**config.mk**
```make
export PLATFORM = sky130hd
export DESIGN_NAME = rob_core_flat
export DESIGN_NICKNAME = d
export VERILOG_FILES = /design/src/rtl/rob_pkg.sv /design/src/rtl/rob_if.sv /design/src/rtl/rob_core.sv /design/src/flat_wrapper.sv
export SDC_FILE = /design/constraint.sdc
export NUM_CORES = 2
export LEC_CHECK = 0
export ABC_AREA = 0
export ABC_CLOCK_PERIOD_IN_PS = 38000
export BUFFER_PORTS_ARGS = -buffer_cell sky130_fd_sc_hd__buf_4
export CAP_MARGIN = 40
export CELL_PAD_IN_SITES_DETAIL_PLACEMENT = 0
export CELL_PAD_IN_SITES_GLOBAL_PLACEMENT = 1
export CORE_ASPECT_RATIO = 0.75
export CORE_MARGIN = 2
export CORE_UTILIZATION = 30
export CTS_BUF_LIST = sky130_fd_sc_hd__clkbuf_8 sky130_fd_sc_hd__clkbuf_16
export CTS_CLUSTER_DIAMETER = 120
export DETAILED_ROUTE_END_ITERATION = 8
export GPL_TIMING_DRIVEN = 0
export MAX_ROUTING_LAYER = met4
export PLACE_DENSITY_LB_ADDON = 0.1
export SETUP_SLACK_MARGIN = 0.02
export SYNTH_ARGS = -nofsm -noshare
export SYNTH_HDL_FRONTEND = slang
export SYNTH_SLANG_ARGS = --single-unit
```
**constraint.sdc**
```tcl
create_clock -name clk -period 38 [get_ports clk]
set_input_delay 5.7 -clock clk [delete_from_list [all_inputs] [get_ports clk]]
set_output_delay 5.7 -clock clk [all_outputs]
set_load 0.05 [all_outputs]
```
**src/rtl/rob_pkg.sv**
```systemverilog
// Reorder buffer shared types and sizing.
// Imported by rob_core, its interface, and rename/execute blocks.
package rob_pkg;

  localparam int ROB_DEPTH = 16;
  localparam int ROB_TAG_W = 4;
  localparam int PREG_W    = 6;
  localparam int AREG_W    = 5;

  typedef struct packed {
    logic              valid;
    logic              done;
    logic [31:0]       pc;
    logic [AREG_W-1:0] rd;
    logic              rd_write;
    logic [PREG_W-1:0] p_old;
    logic [PREG_W-1:0] p_new;
  } rob_entry_t;

endpackage

```
**src/rtl/rob_if.sv**
```systemverilog
// ROB bundle: rename alloc, execute completion, flush, commit, free.
// master = rename/execute/commit consumer side, slave = rob_core.
interface rob_if
  import rob_pkg::*;
#(
  parameter int TAG_W = rob_pkg::ROB_TAG_W
);

  logic              rn2rob_valid;
  logic [31:0]       rn2rob_pc;
  logic [AREG_W-1:0] rn2rob_rd;
  logic              rn2rob_rd_write;
  logic [PREG_W-1:0] rn2rob_rd_p_old;
  logic [PREG_W-1:0] rn2rob_rd_p_new;
  logic              rob2rn_ready;
  logic [TAG_W-1:0]  rob2rn_tag;

  logic              ex2rob_valid;
  logic [TAG_W-1:0]  ex2rob_tag;
  logic              flush;

  logic              rob_commit_valid;
  logic [31:0]       rob_commit_pc;
  logic [AREG_W-1:0] rob_commit_rd;
  logic [PREG_W-1:0] rob_commit_p_new;
  logic              rob2rn_free_valid;
  logic [PREG_W-1:0] rob2rn_free_p;
  logic              rob_empty;

  modport master (
    output rn2rob_valid, rn2rob_pc, rn2rob_rd,
    output rn2rob_rd_write, rn2rob_rd_p_old,
    output rn2rob_rd_p_new,
    output ex2rob_valid, ex2rob_tag, flush,
    input  rob2rn_ready, rob2rn_tag,
    input  rob_commit_valid, rob_commit_pc,
    input  rob_commit_rd, rob_commit_p_new,
    input  rob2rn_free_valid, rob2rn_free_p,
    input  rob_empty
  );

  modport slave (
    input  rn2rob_valid, rn2rob_pc, rn2rob_rd,
    input  rn2rob_rd_write, rn2rob_rd_p_old,
    input  rn2rob_rd_p_new,
    input  ex2rob_valid, ex2rob_tag, flush,
    output rob2rn_ready, rob2rn_tag,
    output rob_commit_valid, rob_commit_pc,
    output rob_commit_rd, rob_commit_p_new,
    output rob2rn_free_valid, rob2rn_free_p,
    output rob_empty
  );

endinterface

```
**src/rtl/rob_core.sv**
```systemverilog
// In-order retire reorder buffer: alloc at tail, complete by tag, retire at head.
// Ports: clk, rst (async high), bus (rob_if.slave) carrying all handshakes.
module rob_core
  import rob_pkg::*;
#(
  parameter int ROB_DEPTH = rob_pkg::ROB_DEPTH,
  parameter int ROB_TAG_W = rob_pkg::ROB_TAG_W
) (
  input logic   clk,
  input logic   rst,
  rob_if.slave  bus
);

  localparam int CNT_W = ROB_TAG_W + 1;
  localparam logic [ROB_TAG_W-1:0] LAST =
    ROB_TAG_W'(ROB_DEPTH - 1);
  localparam logic [CNT_W-1:0] FULL =
    CNT_W'(ROB_DEPTH);

  function automatic logic [ROB_TAG_W-1:0] nxt(
    input logic [ROB_TAG_W-1:0] p
  );
    return (p == LAST) ? '0 : p + 1'b1;
  endfunction

  rob_entry_t ent_q [ROB_DEPTH];
  rob_entry_t ent_d [ROB_DEPTH];

  logic [ROB_TAG_W-1:0] head_q, head_d;
  logic [ROB_TAG_W-1:0] tail_q, tail_d;
  logic [CNT_W-1:0]     count_q, count_d;

  logic              cv_q, cv_d;
  logic [31:0]       cpc_q, cpc_d;
  logic [AREG_W-1:0] crd_q, crd_d;
  logic [PREG_W-1:0] cpn_q, cpn_d;
  logic              fv_q, fv_d;
  logic [PREG_W-1:0] fp_q, fp_d;

  logic ready;
  logic alloc;
  logic retire;

  assign ready = (count_q != FULL);

  always_comb begin
    ent_d   = ent_q;
    head_d  = head_q;
    tail_d  = tail_q;
    count_d = count_q;
    cv_d    = 1'b0;
    cpc_d   = cpc_q;
    crd_d   = crd_q;
    cpn_d   = cpn_q;
    fv_d    = 1'b0;
    fp_d    = fp_q;
    alloc   = bus.rn2rob_valid && ready && !bus.flush;
    // An empty ROB has an invalid head, so this never fires at count 0.
    retire  = ent_q[head_q].valid && ent_q[head_q].done
              && !bus.flush;
    if (bus.flush) begin
      for (int i = 0; i < ROB_DEPTH; i++) ent_d[i] = '0;
      head_d  = '0;
      tail_d  = '0;
      count_d = '0;
      cpc_d   = '0;
      crd_d   = '0;
      cpn_d   = '0;
      fp_d    = '0;
    end else begin
      if (bus.ex2rob_valid && ent_q[bus.ex2rob_tag].valid)
        ent_d[bus.ex2rob_tag].done = 1'b1;
      if (retire) begin
        ent_d[head_q].valid = 1'b0;
        ent_d[head_q].done  = 1'b0;
        head_d = nxt(head_q);
        cv_d   = 1'b1;
        cpc_d  = ent_q[head_q].pc;
        crd_d  = ent_q[head_q].rd;
        cpn_d  = ent_q[head_q].p_new;
        fv_d   = ent_q[head_q].rd_write
                 && (ent_q[head_q].rd != '0);
        fp_d   = ent_q[head_q].p_old;
      end
      // Applied last: a same-index completion hit an invalid
      // entry, so the fresh allocation (done=0) stands.
      if (alloc) begin
        ent_d[tail_q].valid    = 1'b1;
        ent_d[tail_q].done     = 1'b0;
        ent_d[tail_q].pc       = bus.rn2rob_pc;
        ent_d[tail_q].rd       = bus.rn2rob_rd;
        ent_d[tail_q].rd_write = bus.rn2rob_rd_write;
        ent_d[tail_q].p_old    = bus.rn2rob_rd_p_old;
        ent_d[tail_q].p_new    = bus.rn2rob_rd_p_new;
        tail_d = nxt(tail_q);
      end
      unique case ({alloc, retire})
        2'b10:   count_d = count_q + 1'b1;
        2'b01:   count_d = count_q - 1'b1;
        default: count_d = count_q;
      endcase
    end
  end

  always_ff @(posedge clk or posedge rst) begin
    if (rst) begin
      for (int i = 0; i < ROB_DEPTH; i++) ent_q[i] <= '0;
      head_q  <= '0;
      tail_q  <= '0;
      count_q <= '0;
      cv_q    <= 1'b0;
      cpc_q   <= '0;
      crd_q   <= '0;
      cpn_q   <= '0;
      fv_q    <= 1'b0;
      fp_q    <= '0;
    end else begin
      for (int i = 0; i < ROB_DEPTH; i++) ent_q[i] <= ent_d[i];
      head_q  <= head_d;
      tail_q  <= tail_d;
      count_q <= count_d;
      cv_q    <= cv_d;
      cpc_q   <= cpc_d;
      crd_q   <= crd_d;
      cpn_q   <= cpn_d;
      fv_q    <= fv_d;
      fp_q    <= fp_d;
    end
  end

  assign bus.rob2rn_ready      = ready;
  assign bus.rob2rn_tag        = tail_q;
  assign bus.rob_empty         = (count_q == '0);
  assign bus.rob_commit_valid  = cv_q;
  assign bus.rob_commit_pc     = cpc_q;
  assign bus.rob_commit_rd     = crd_q;
  assign bus.rob_commit_p_new  = cpn_q;
  assign bus.rob2rn_free_valid = fv_q;
  assign bus.rob2rn_free_p     = fp_q;

endmodule
```
**src/flat_wrapper.sv**
```systemverilog
// flat-port wrapper written by rule: the top's interface ports become plain ports
module rob_core_flat import rob_pkg::*;
#(
  parameter int ROB_DEPTH = rob_pkg::ROB_DEPTH,
  parameter int ROB_TAG_W = rob_pkg::ROB_TAG_W
)
  (clk, rst, bus_rn2rob_valid, bus_rn2rob_pc, bus_rn2rob_rd, bus_rn2rob_rd_write, bus_rn2rob_rd_p_old, bus_rn2rob_rd_p_new, bus_ex2rob_valid, bus_ex2rob_tag, bus_flush, bus_rob2rn_ready, bus_rob2rn_tag, bus_rob_commit_valid, bus_rob_commit_pc, bus_rob_commit_rd, bus_rob_commit_p_new, bus_rob2rn_free_valid, bus_rob2rn_free_p, bus_rob_empty);
  rob_if bus_i ();
  input logic clk;
  input logic rst;
  input wire logic [$bits(bus_i.rn2rob_valid)-1:0] bus_rn2rob_valid;
  input wire logic [$bits(bus_i.rn2rob_pc)-1:0] bus_rn2rob_pc;
  input wire logic [$bits(bus_i.rn2rob_rd)-1:0] bus_rn2rob_rd;
  input wire logic [$bits(bus_i.rn2rob_rd_write)-1:0] bus_rn2rob_rd_write;
  input wire logic [$bits(bus_i.rn2rob_rd_p_old)-1:0] bus_rn2rob_rd_p_old;
  input wire logic [$bits(bus_i.rn2rob_rd_p_new)-1:0] bus_rn2rob_rd_p_new;
  input wire logic [$bits(bus_i.ex2rob_valid)-1:0] bus_ex2rob_valid;
  input wire logic [$bits(bus_i.ex2rob_tag)-1:0] bus_ex2rob_tag;
  input wire logic [$bits(bus_i.flush)-1:0] bus_flush;
  output wire logic [$bits(bus_i.rob2rn_ready)-1:0] bus_rob2rn_ready;
  output wire logic [$bits(bus_i.rob2rn_tag)-1:0] bus_rob2rn_tag;
  output wire logic [$bits(bus_i.rob_commit_valid)-1:0] bus_rob_commit_valid;
  output wire logic [$bits(bus_i.rob_commit_pc)-1:0] bus_rob_commit_pc;
  output wire logic [$bits(bus_i.rob_commit_rd)-1:0] bus_rob_commit_rd;
  output wire logic [$bits(bus_i.rob_commit_p_new)-1:0] bus_rob_commit_p_new;
  output wire logic [$bits(bus_i.rob2rn_free_valid)-1:0] bus_rob2rn_free_valid;
  output wire logic [$bits(bus_i.rob2rn_free_p)-1:0] bus_rob2rn_free_p;
  output wire logic [$bits(bus_i.rob_empty)-1:0] bus_rob_empty;
  assign bus_i.rn2rob_valid = bus_rn2rob_valid;
  assign bus_i.rn2rob_pc = bus_rn2rob_pc;
  assign bus_i.rn2rob_rd = bus_rn2rob_rd;
  assign bus_i.rn2rob_rd_write = bus_rn2rob_rd_write;
  assign bus_i.rn2rob_rd_p_old = bus_rn2rob_rd_p_old;
  assign bus_i.rn2rob_rd_p_new = bus_rn2rob_rd_p_new;
  assign bus_i.ex2rob_valid = bus_ex2rob_valid;
  assign bus_i.ex2rob_tag = bus_ex2rob_tag;
  assign bus_i.flush = bus_flush;
  assign bus_rob2rn_ready = bus_i.rob2rn_ready;
  assign bus_rob2rn_tag = bus_i.rob2rn_tag;
  assign bus_rob_commit_valid = bus_i.rob_commit_valid;
  assign bus_rob_commit_pc = bus_i.rob_commit_pc;
  assign bus_rob_commit_rd = bus_i.rob_commit_rd;
  assign bus_rob_commit_p_new = bus_i.rob_commit_p_new;
  assign bus_rob2rn_free_valid = bus_i.rob2rn_free_valid;
  assign bus_rob2rn_free_p = bus_i.rob2rn_free_p;
  assign bus_rob_empty = bus_i.rob_empty;
  rob_core #(.ROB_DEPTH(ROB_DEPTH), .ROB_TAG_W(ROB_TAG_W)) u_core (.clk(clk), .rst(rst), .bus(bus_i));
endmodule
```
Word-level counts from Yosys, hierarchy flattened
Index checks and enable logic that the tools add are counted.

Register bits after elaboration: 896. Input bits: 59. Logic and storage cells: 216. Output and inout bits: 57.

$lt $le $gt $ge: 6. $add $sub $neg: 4. Bitwise operators: 3. Equal/unequal tests: 5. Multiplexer cells: 62. Reduce and logical (&&, ||, !) cells: 15.

Operators by type and width (count): $bwmux W832 (10); $mux W832 (6); $demux W52 S4 (10); $bmux W52 S4 (2); $mux W52 (6); $mux W51 (3); $mux W32 (2); $mux W50 (1); $mux W6 (5); $mux W4 (6); $mux W18 (1); $ge A5 B5 Y1 const B (3); $lt A5 B1 Y1 const B (3); $mux W5 (3); $not A4 Y5 (3); $mux W13 (1); $mux W12 (1); $pmux W5 S2 (1); $logic_and A1 B1 Y1 (9); $add A4 B1 Y4 const B (2); $eq A4 B4 Y1 const B (2); $add A5 B1 Y5 const B (1); $logic_not A5 Y1 (1); $ne A5 B5 Y1 const B (1); 8 further kinds (12).

Logic depth before layout (Yosys ltp)
Word-level depth: 21. Mapped depth: 14. Mapped depth without buffers: 12.

Worst setup path after synthesis
OpenSTA, ideal clock, no wires.

Kind: input port to flip-flop. From: input port bus_flush. To: register u_core.count_q[4]. Path buffers: 2. Stages on the path: 10. Slack: 30.141 ns. Required time: 37.872 ns. Library setup time: 0.128 ns. Arrival: 7.731 ns. Path through: clkbuf_1 > clkbuf_1 > nor4_1 > nand2_1 > fa_1 > nor2b_1 > o21ai_0 > nand2b_1 > mux2i_1 > mux2_1.

Cells in the longest elaborated chain, start to end: 5. Elaborated cells on any way between the ends: 8. Classes of those cells: 2 x eq/ne; 2 x mux; 4 x reduce/logical.

Ends and longest elaborated chain: start, declared (RTL line flat_wrapper.sv:19) `input wire logic [$bits(bus_i.flush)-1:0] bus_flush;`; $logic_not A1 Y1 (RTL line rob_core.sv:57, rob_core.sv:60); $logic_and A1 B1 Y1, on equally long branches (RTL line rob_core.sv:60, rob_core.sv:57); $eq A2 B1 Y1 or $eq A2 B2 Y1 (tied branches) (RTL line rob_core.sv:97) `unique case ({alloc, retire})`; $pmux W5 S2 (RTL line rob_core.sv:97); $mux W5 (RTL line rob_core.sv:61) `if (bus.flush) begin`; end signal, assigned (RTL line rob_core.sv:121) `count_q <= count_d;`; end, declared (RTL line rob_core.sv:31) `logic [CNT_W-1:0] count_q, count_d;`.

Several ways; a longest one is shown, not always the timed one. A chain may end at the register's enable or synchronous reset.

Worst setup path after layout
From: register u_core.count_q[0]. To: output port bus_rob2rn_ready.

Cells in the longest elaborated chain, start to end: 1.

Ends and longest elaborated chain: $ne A5 B5 Y1 (RTL line rob_core.sv:44) `assign ready = (count_q != FULL);`; end, declared (RTL line flat_wrapper.sv:20) `output wire logic [$bits(bus_i.rob2rn_ready)-1:0] bus_rob2rn_ready;`.

No other way between the ends.

==> results.py <==
metrics = {
    "sta": {
        "timing.final.ws_setup_ns": 30.04,
        "hold_viol_final": 0,
        "clock_skew_ns": 0.0281,
        "rsz0062_at_grt": "no",
        "setup_viol": 0,
        "worst_pin_slew_ns": 0.959,
        "layout_min_cycle_time_ns": 7.96,
        "slew-limit-headroom_pct": 36.0,
        "maxSlewViolCount": 0,
        "period_share_pct": 21.0,
        "fmax_mhz": 126,
    },
    "placement": {
        "dpl_worst_slack_ns": 29.43,
        "port-buffer-count": 64,
        "place.gp.congestion": 0.854,
        "dp_hpwl_um": 107000,
        "place_inst": 4571,
        "postPlaceCellArea_sq_mm": 0.0430,
    },
    "power": {
        "leakagePower_nw": 20.8,
        "p_per_area_mw_per_mm2": 46.0,
        "power_mw": 2.15,
        "max-vdd-ir-drop_v": 0.0000325,
    },
    "final_layout": {
        "final_cell_mix": "dfrtp_1, a22o_1, mux4_2",
        "layout-drive-gt1-share_pct": 23.0,
        "design_area_sq_mm": 0.0467,
        "area_growth_pct": 19.5,
        "final_nets": 3007,
        "postLayoutCoreUtil_pct": 36.2,
        "layout_commonest_cell": "dfrtp_1",
        "n_fill_cell": 12300,
        "instances_no_fill": 4769,
    },
    "yosys": {
        "yosysWarnings": 0,
        "synth-edff-count": 0,
        "ys_types": 53,
        "ys_seq_area_share_pct": 57.4,
        "yosys-top-cells-area": "dfrtp_1, a22o_1, mux4_2, clkbuf_1, mux2i_1",
        "ys.flop_type": "dfrtp_1",
        "yosysTopAreaCell": "dfrtp_1",
        "async_flop_share_pct": 100,
        "ys_ff_latch": 896,
        "syn-cell-area_sq_mm": 0.0391,
        "synth_top_area_share_pct": 57.4,
        "synth_cells": 2669,
        "syn_nets": 2740,
        "avgSynthCellArea_sq_um": 14.6,
    },
    "clock_network": {
        "clockBufferDepth": 3,
        "clock_latency_ns": 0.74,
        "cts_setup_buffers": 0,
        "cts.htree.levels": 3,
        "clock_sinks": 896,
        "holdBufCountCts": 0,
        "clk_pin_slew_ns": 0.06,
        "cts_resized": 0,
        "cts_buffers": 101,
        "cts_tree": "done",
        "cts_root_buf": "clkbuf_16",
    },
    "flow_run": {
        "max-cap-violations": 0,
    },
    "worst_setup_path": {
        "crit_path_top_delay_cell": "dfrtp_1",
        "reg2reg_depth": 14,
        "r2r_slack_ns": 34.02,
        "required_ns": 32.30,
        "crit_type": "reg2out",
        "crit_arrival_ns": 2.26,
        "end_kind": "output port",
        "slowest_delay_ns": 0.44,
        "rr_endpoint": "u_core.count_q[4]$_DFFE_PP0P_",
        "critPathMaxFanout": 5,
        "cp_cell_sequence": "nor4_1 -> nand2_1 -> buf_4",
        "worstReg2RegStart": "u_core.head_q[1]$_DFFE_PP0P_",
        "start_kind": "flop",
    },
    "die": {
        "die_h_um": 316,
        "rows": 114,
        "die_x_um": 421,
        "design.die.area_sq_mm": 0.133,
        "ioPinCount": 116,
        "initial_utilization_pct": 30.3,
        "core_area_sq_mm": 0.129,
    },
    "detailed_routing": {
        "avgRoutedWirePerCell_um": 32.3,
        "postRouteWirelength_um": 154000,
        "ant_nets": 0,
        "first_iter_violations": 2950,
        "vias": 27900,
        "viasPerCell": 5.85,
        "drc_errors": 0,
        "first_pass_iters": 6,
    },
    "status": {
        "outcome": "complete, no violations",
    },
    "global_route": {
        "antenna_found_initial": 6,
        "grt_max_degree": 127,
        "grt_pass1_wl_um": 223000,
        "grt.overflow.total": 0,
        "grt_usage_pct": 24.0,
        "grt_pass1_vias": 28800,
    },
    "min_path": {
        "min_path_type": "reg2reg",
        "hold-path-endpoint": "u_core.ent_q[390]$_DFFE_PP0P_",
        "hp-start": "u_core.ent_q[390]$_DFFE_PP0P_",
        "holdPathStages": 1,
    },
}
[cells by family after synthesis]
| group | share of synthesized area (%) |
|---|---|
| AO/OA/AOI/OAI | 19.8 |
| XOR/XNOR | 0.0897 |
| adder cells (fa/ha/maj) | 0.404 |
| buffers and inverters | 3.82 |
| flip-flops | 57.4 |
| multiplexers | 16.0 |
| AND/OR/NAND/NOR | 2.52 |
[state kept, by name, indices dropped and copies added (netlist names), 4 cells and up]
| name | cells |
|---|---|
| u_core.bus.rob2rn_tag | 4 |
| u_core.ent_q | 832 |
| u_core.count_q | 5 |
| u_core.bus.rob2rn_free_p | 6 |
| u_core.head_q | 4 |
| u_core.bus.rob_commit_rd | 5 |
| u_core.bus.rob_commit_p_new | 6 |
| u_core.bus.rob_commit_pc | 32 |
[worst max-delay path, delay by kind of cell, from the launching register on]
kind / cells / cell delay, ns
simple gates: 2 / 0.80
flops: 1 / 0.44
buf+inv: 1 / 0.31
[power by group]
group	internal [mW]	switching (mW)	leakage [nW]
clock	0.626	0.436	1.84
sequential	0.962	0.00525	12.5
combinational	0.0285	0.0894	6.47
total	1.62	0.531	20.8
[layout make-up]
class                           instances  area [sq um]  share of cell area [%]
Clock buffer                          130          2930                    6.27
Timing Repair Buffer                  164          1780                    3.82
Buffer                                352          1460                    3.12
Sequential cell                       896         22400                    48.0
Multi-Input combinational cell       1412         15200                    32.5
Inverter                                9          41.3                  0.0885
Antenna cell                            6          15.0                  0.0322
Clock inverter                         60           664                    1.42
Tap cell                             1740          2180                    4.66
[Yosys cell counts, types with 2 or more instances]
| library cell | count |
|---|---|
| nand4_1 | 6 |
| a31oi_1 | 15 |
| buf_2 | 63 |
| dfrtp_1 | 896 |
| buf_4 | 5 |
| a32oi_2 | 2 |
| and3b_1 | 2 |
| buf_6 | 5 |
| nor3b_1 | 3 |
| o21ai_0 | 10 |
| a21o_1 | 14 |
| nand2_1 | 40 |
| xnor2_1 | 3 |
| and3_1 | 7 |
| nand2b_1 | 2 |
| a31o_2 | 5 |
| nand3_1 | 19 |
| nor4_4 | 2 |
| a31oi_2 | 3 |
| a31o_1 | 12 |
| and2_1 | 6 |
| a22o_1 | 800 |
| buf_1 | 62 |
| nor2b_1 | 11 |
| and4b_1 | 2 |
| nor3_1 | 8 |
| nor4_1 | 2 |
| inv_1 | 9 |
| ha_1 | 11 |
| a21oi_1 | 25 |
| nand3b_1 | 8 |
| and4_1 | 2 |
| mux4_2 | 254 |
| clkbuf_1 | 217 |
| mux2i_1 | 51 |
| nor2_1 | 70 |
[layer usage]
layer,up-vias,GRT usage [%],wire length (um)
met5,-,-,0
met3,234,4.53,10100
met2,1178,33.0,65700
li1,11000,-,-
met1,15500,36.1,74400
met4,0,6.14,3950
[how the worst max path moves through the flow]
stage,startpoint,end
floorplan,rst,u_core.bus.rob2rn_free_p[0]$_DFFE_PP0P_
CTS,u_core.count_q[0]$_DFFE_PP0P_,bus_rob2rn_ready
global route,bus_flush,u_core.count_q[4]$_DFFE_PP0P_
finish,u_core.count_q[0]$_DFFE_PP0P_,bus_rob2rn_ready
detailed placement,bus_flush,u_core.count_q[4]$_DFFE_PP0P_
global placement,rst,u_core.ent_q[404]$_DFFE_PP0P_
[through the flow]
step,TNS (ns),hold WS [ns]
final,0,0.494
after global routing,0,0.500
after CTS,0,0.497
after detailed placement,0,0.477
after global placement,-1830.09,0.477
after floorplan,0,0.461
(Power assumes the default switching activity.)
